--- src/rtl/kmap_scanner.sv ---
// kmap_scanner: sequential truth-table extractor and checker for small
// combinational functions (2..5 inputs). Drives every input vector on stim,
// waits SETTLE_CYC cycles, samples f_in, builds the truth table and counts
// disagreements against an expected minterm mask latched at start.
//
// Optional build macro KMAP_SCAN_GRAY_EN: when defined, the sweep visits the
// vectors in reflected Gray-code order so only one input toggles per step.
// truth, expected and first_err_idx stay indexed by the binary stim value.
// When undefined, the sweep is plain binary order 0..2**N_IN-1.
module kmap_scanner #(
  parameter int N_IN       = 4,
  parameter int SETTLE_CYC = 1
) (
  input  logic                 clk,
  input  logic                 rst,
  input  logic                 start,
  input  logic [2**N_IN-1:0]   expected,
  input  logic                 f_in,
  output logic [N_IN-1:0]      stim,
  output logic                 busy,
  output logic                 done,
  output logic [2**N_IN-1:0]   truth,
  output logic [N_IN:0]        mismatch_cnt,
  output logic                 err_valid,
  output logic [N_IN-1:0]      first_err_idx
);

  localparam int W = 2**N_IN;

  // Settle counter compares against SETTLE_CYC-1 so the vector is held for
  // exactly SETTLE_CYC cycles before the SAMPLE cycle.
  localparam logic [3:0]      SETTLE_LAST = 4'(SETTLE_CYC - 1);
  localparam logic [N_IN-1:0] K_LAST      = '1;
  localparam logic [N_IN-1:0] K_ONE       = {{(N_IN-1){1'b0}}, 1'b1};
  localparam logic [N_IN:0]   CNT_ONE     = {{N_IN{1'b0}}, 1'b1};

  typedef enum logic [1:0] {
    IDLE   = 2'd0,
    SETTLE = 2'd1,
    SAMPLE = 2'd2,
    DONE   = 2'd3
  } state_t;

  state_t          state;
  logic [N_IN-1:0] sweep_k;
  logic [N_IN-1:0] k_next;
  logic [N_IN-1:0] stim_next;
  logic [3:0]      settle_cnt;
  logic [W-1:0]    exp_mask;

  // Next sweep position and the stim vector it maps to; the sweep ends when
  // the position counter reaches all ones in either ordering.
  always_comb begin
    k_next = sweep_k + K_ONE;
`ifdef KMAP_SCAN_GRAY_EN
    stim_next = k_next ^ (k_next >> 1);
`else
    stim_next = k_next;
`endif
  end

  // Scan controller: sequences settle/sample per vector and accumulates results.
  always_ff @(posedge clk) begin
    if (rst) begin
      state         <= IDLE;
      sweep_k       <= '0;
      stim          <= '0;
      busy          <= 1'b0;
      done          <= 1'b0;
      truth         <= '0;
      mismatch_cnt  <= '0;
      err_valid     <= 1'b0;
      first_err_idx <= '0;
      settle_cnt    <= '0;
      exp_mask      <= '0;
    end else begin
      case (state)
        IDLE: begin
          if (start) begin
            exp_mask      <= expected;
            truth         <= '0;
            mismatch_cnt  <= '0;
            err_valid     <= 1'b0;
            first_err_idx <= '0;
            sweep_k       <= '0;
            stim          <= '0;
            settle_cnt    <= '0;
            busy          <= 1'b1;
            state         <= SETTLE;
          end
        end

        SETTLE: begin
          settle_cnt <= settle_cnt + 4'd1;
          if (settle_cnt == SETTLE_LAST) begin
            state <= SAMPLE;
          end
        end

        SAMPLE: begin
          truth[stim] <= f_in;
          if (f_in != exp_mask[stim]) begin
            mismatch_cnt <= mismatch_cnt + CNT_ONE;
            if (!err_valid) begin
              err_valid     <= 1'b1;
              first_err_idx <= stim;
            end
          end
          if (sweep_k == K_LAST) begin
            busy  <= 1'b0;
            done  <= 1'b1;
            state <= DONE;
          end else begin
            sweep_k    <= k_next;
            stim       <= stim_next;
            settle_cnt <= '0;
            state      <= SETTLE;
          end
        end

        DONE: begin
          done    <= 1'b0;
          stim    <= '0;
          sweep_k <= '0;
          state   <= IDLE;
        end

        default: begin
          state <= IDLE;
        end
      endcase
    end
  end

endmodule

--- config.mk ---
export PLATFORM = sky130hd
export DESIGN_NAME = kmap_scanner
export DESIGN_NICKNAME = d
export VERILOG_FILES = /design/src/rtl/kmap_scanner.sv
export SDC_FILE = /design/constraint.sdc
export NUM_CORES = 1
export LEC_CHECK = 0
export CORE_ASPECT_RATIO = 2
export CORE_UTILIZATION = 53
export CTS_BUF_LIST = sky130_fd_sc_hd__clkbuf_8
export DETAILED_ROUTE_END_ITERATION = 16
export PLACE_DENSITY = 0.84
export SLEW_MARGIN = 20
export SYNTH_ARGS = -nofsm -noshare
export SYNTH_HDL_FRONTEND = slang
export SYNTH_SLANG_ARGS = --single-unit
--- constraint.sdc ---
create_clock -name clk -period 3 [get_ports clk]
set_input_delay 0.6 -clock clk [delete_from_list [all_inputs] [get_ports clk]]
set_output_delay 0.6 -clock clk [all_outputs]
set_load 0.01 [all_outputs]
# Yosys cells after proc, flatten, opt, wreduce, memory -nomap -nowiden

Index checks and enable logic that the tools add are counted.

Muxes and demuxes: 30
$add $sub $neg: 3
Magnitude comparators: 2
Reduce and logical (&&, ||, !) cells: 16
Eq/ne operators: 11

Operators with widths:

| kind                  | count |
|---|---|
| $pmux W16 S2          | 1 |
| $pmux W4 S3           | 2 |
| $mux W4               | 5 |
| $bwmux W16            | 1 |
| $mux W16              | 1 |
| $ne A2 B2 Y1 const B  | 6 |
| $reduce_and A3 Y1     | 4 |
| $mux W5               | 2 |
| $pmux W5 S2           | 1 |
| $add A4 B1 Y4 const B | 2 |
| $pmux W2 S4           | 1 |
| $pmux W4 S2           | 1 |
| $reduce_and A2 Y1     | 4 |
| $mux W1               | 7 |
| $mux W2               | 3 |
| $pmux W1 S2           | 3 |
| $reduce_bool A3 Y1    | 2 |
| $add A5 B1 Y5 const B | 1 |
| $lt A4 B5 Y1 const B  | 1 |
| $bmux W1 S4           | 1 |
| $demux W1 S4          | 1 |
| $eq A2 B2 Y1 const B  | 2 |
| $eq A4 B4 Y1 const B  | 1 |
| $ge A4 B1 Y1 const B  | 1 |
| 7 further kinds       | 8 |

Output and inout bits: 32
Register bits: 54

# Logic depth before layout (Yosys ltp)

Depth in word-level cells: 6
Gate-level depth with buffers: 8
Mapped depth without buffers: 5

# Worst setup path before layout

Ideal clock, no wire load.

Path type: register to register
Start: register sweep_k[0] (netlist name)
End: register mismatch_cnt[3]
Clock period less this slack: 2.166 ns
Setup time: 0.074 ns
Stages on the path, launching flop included: 7
Setup slack: 0.834 ns
Arrival: 2.092 ns
Cells stage by stage: dfxtp_1 -> clkbuf_1 -> mux4_2 -> mux2_4 -> buf_6 -> a211o_1 -> a31oi_1

RTL lines:

| item                   | RTL line | text |
|---|---|---|
| end signal: assignment | 103      | `mismatch_cnt <= mismatch_cnt + CNT_ONE;` |
| end: declaration       | 23       | `output logic [N_IN:0] mismatch_cnt,` |

==> reports/qor.txt <==
Setup Viol. Count Final: 0
Share of final-layout standard cells stronger than drive strength 1: 7.56%
Final routed wirelength across all metal layers: 5.61 mm
Transition time at the pin with the least slew margin: 0.730 ns
Synthesized area per cell: 8.46 sq um
Vias in the first global route: 2226
Clk slew on worst S/H paths: 0.09 ns
Register-to-register setup slack: 0.60 ns
Initial core utilization: 55.6%
Sequential fraction of design power: 57.3%
Top cells by area in the synthesized netlist: dfxtp_1, a21oi_1, nand2_1, nand4_1, mux2i_1
CTS sink cnt: 54
Total of cells resized after clock tree synthesis: 0
Violation count after the first detailed-routing iteration: 30
Number of buffers created by CTS: 5
Number of levels the H-tree was split into: 2
Overall global routing resource usage: 24.2%
Min-delay src: exp_mask[8]
Cell at the root of the clock tree: clkbuf_8
Detailed-router iteration count before antenna repair: 6
Cell area after technology mapping: 2550 sq um
Nets: 370
Cell type contributing the most total cell area after synthesis: dfxtp_1
Total die area: 5120 sq um
Final critical-path share of the clock period: 79.9%
Detail-routed net length per standard cell: 14.1 um
Source of the worst register-to-register timing path: sweep_k[1]
Ys async rst share: 0%
Std cell rows: 35
Post-synthesis sequential area ratio: 42.3%
Antenna Violating Nets Remaining: 0
Final Core Density: 68.9%
Half-perimeter wire length of the detailed placement result: 4.17 mm
Growth of design area from synthesis to finish: 23.9%
Remaining design rule violation count: 0
Post-detailed-placement cell area: 3080 sq um
Number of filler cells placed in the layout: 414
Type of element capturing the critical path: flip-flop
Data arrival time of the worst path: 2.60 ns
Wire length of the first global-routing pass: 9.48 mm
Unrepaired setup endpoints after global routing: false
Category of the worst setup path launch point: flip-flop
Die Y-Extent: 100 um
Status: finished clean
Sw Share: 26.3%
Total global routing overflow: 0
Worst Setup Slack post-DPL: 0.548 ns
Power Density: 418 nW/um^2
Slew Limit Fails: 0
Most numerous cell types in the synthesized netlist: dfxtp_1, nand2_1, a21oi_1
Worst IR Drop VDD: 444 uV
Antenna violations before repair: 0
Setup TNS: 0 ns
Time the worst path needs with I/O delays and setup: 2.40 ns
Crit Path Class: flip-flop to flip-flop
Count of boundary I/O pins: 52
Routability-driven placement congestion ratio: 0.834
Yosys Warn Count: 0
Hold/Removal Path Class: flip-flop to flip-flop
Setup Buffers After CTS: 0
Number of flops mapped to enable cells by yosys: 0
Via Count: 2308
Data required time at the worst endpoint: 3.21 ns
Number of buffers on the longest clock path: 2
P_leak: 1.08 nW
Antenna cells: 0
Number of different library cells in the post-synthesis netlist: 42
Area of all placed cells without fillers: 3170 sq um
Worst clock skew: 0.0156 ns
Worst Path Max Fanout: 15
Pin count of the biggest net entering global routing: 33
Skew-Pair Late Insertion Delay: 0.32 ns
WHS Path Cells: 2
Logic pwr share: 12.3%
Final worst-path setup slack: 0.602 ns
Final hold vios: 0
Gate count after technology mapping: 302
Port Buf Inserts: 51
Share of the synthesized area in the top cell type: 42.3%
Total net switching power: 0.349 mW
Hold Crit Endpoint: exp_mask[8]
Number of max-cap violations: 0
Tightest slew margin relative to the limit: 51.3%
Cell with the most instances after synthesis: dfxtp_1
R2r endpoint: first_err_idx[2]
Maximum operating frequency: 417 MHz
Post-synthesis net count: 329
Core region area: 4600 sq um
Reg2reg path depth: 5
Floorplan die width: 51.1 um
Number of synthesized register bits: 54
Cell-internal power: 0.975 mW
Vias per inst: 5.78
Clock network power share: 30.4%
Most used flip-flop cell after synthesis: dfxtp_1
TritonCTS clock tree: built
Count of hold-fix buffers inserted at cts: 0
Total power consumption of the routed design: 1.32 mW
cell usage in the layout (no fill, tap or decap), types with 8 or more instances in the layout:
cell             synthesis  routed
nor2_1                  14      14
nand4_1                 21      21
dfxtp_1                 54      54
o211ai_1                11      11
nand2_1                 49      49
nand2b_1                 8       8
clkdlybuf4s50_1          0      51
a21oi_1                 44      44
nand3_1                  8       8
mux2i_1                 12      12
how the worst max path moves through the flow:
stage	start	end	slack, ns	depth (start not counted)
floorplan	sweep_k[0]	mismatch_cnt[3]	0.83	6
global placement	start	mismatch_cnt[4]	0.59	5
detailed placement	start	mismatch_cnt[4]	0.55	5
CTS	sweep_k[1]	first_err_idx[2]	0.59	5
global route	sweep_k[1]	first_err_idx[2]	0.50	5
finish	sweep_k[1]	first_err_idx[2]	0.60	5
cells by family (layout without fill, tap and decap cells):
kind of cell | count (synthesis) | after routing | share of synthesized area, %
and+or+nand+nor | 117 | 117 | 22.6
AOI/OAI and AO/OA | 74 | 74 | 17.8
DFF | 54 | 54 | 42.3
buffers and inverters | 30 | 72 | 5.04
muxes | 15 | 15 | 7.05
adders and majority gates | 7 | 7 | 3.43
xor gates and xnor gates | 5 | 5 | 1.71
critical path: stages, from the launching register on:
cell and delay, ns:
dfxtp_1 0.74, mux2i_1 0.16, mux4_2 0.50, mux2_4 0.38, a21o_2 0.27, a31o_2 0.24
per-layer routing:
metal	GRT usage [%]	vias to the layer above	wire length, um
li1	-	1153	-
met1	23.9	1064	2100
met2	43.7	73	3110
met3	4.24	18	198
met4	16.5	0	197
met5	0	-	0
state kept, by name, indices dropped and copies added, names as in the netlist:
| signal | cells |
|---|---|
| exp_mask | 16 |
| settle_cnt | 4 |
| done | 1 |
| first_err_idx | 4 |
| busy | 1 |
| mismatch_cnt | 5 |
| err_valid | 1 |
| truth | 16 |
| sweep_k | 4 |
| state | 2 |
layout make-up:
class	instances	area [sq um]	share of cell area, %
clock inverters	3	17.5	0.553
repair buffers	58	563	17.8
well taps	55	68.8	2.17
flip-flops and latches	54	1080	34.1
clock buffers	5	68.8	2.17
inverters	6	22.5	0.711
multi-input cells	218	1350	42.5
power by group through the flow:
| stage | clock network [mW] | logic [mW] | registers (mW) |
|---|---|---|---|
| floorplan | 0 | 0.105 | 0.769 |
| global placement | 0 | 0.159 | 0.775 |
| detailed placement | 0 | 0.163 | 0.775 |
| CTS | 0.406 | 0.163 | 0.759 |
| finish | 0.402 | 0.163 | 0.759 |
| global route | 0.436 | 0.181 | 0.763 |
per-stage QoR:
stage | std cells | hold WS (ns)
floorplan | 302 | 0.436
global placement | 391 | 0.442
detailed placement | 391 | 0.448
CTS | 399 | 0.462
global route | 399 | 0.481
finish | 399 | 0.458
(Power assumes the default switching activity.)
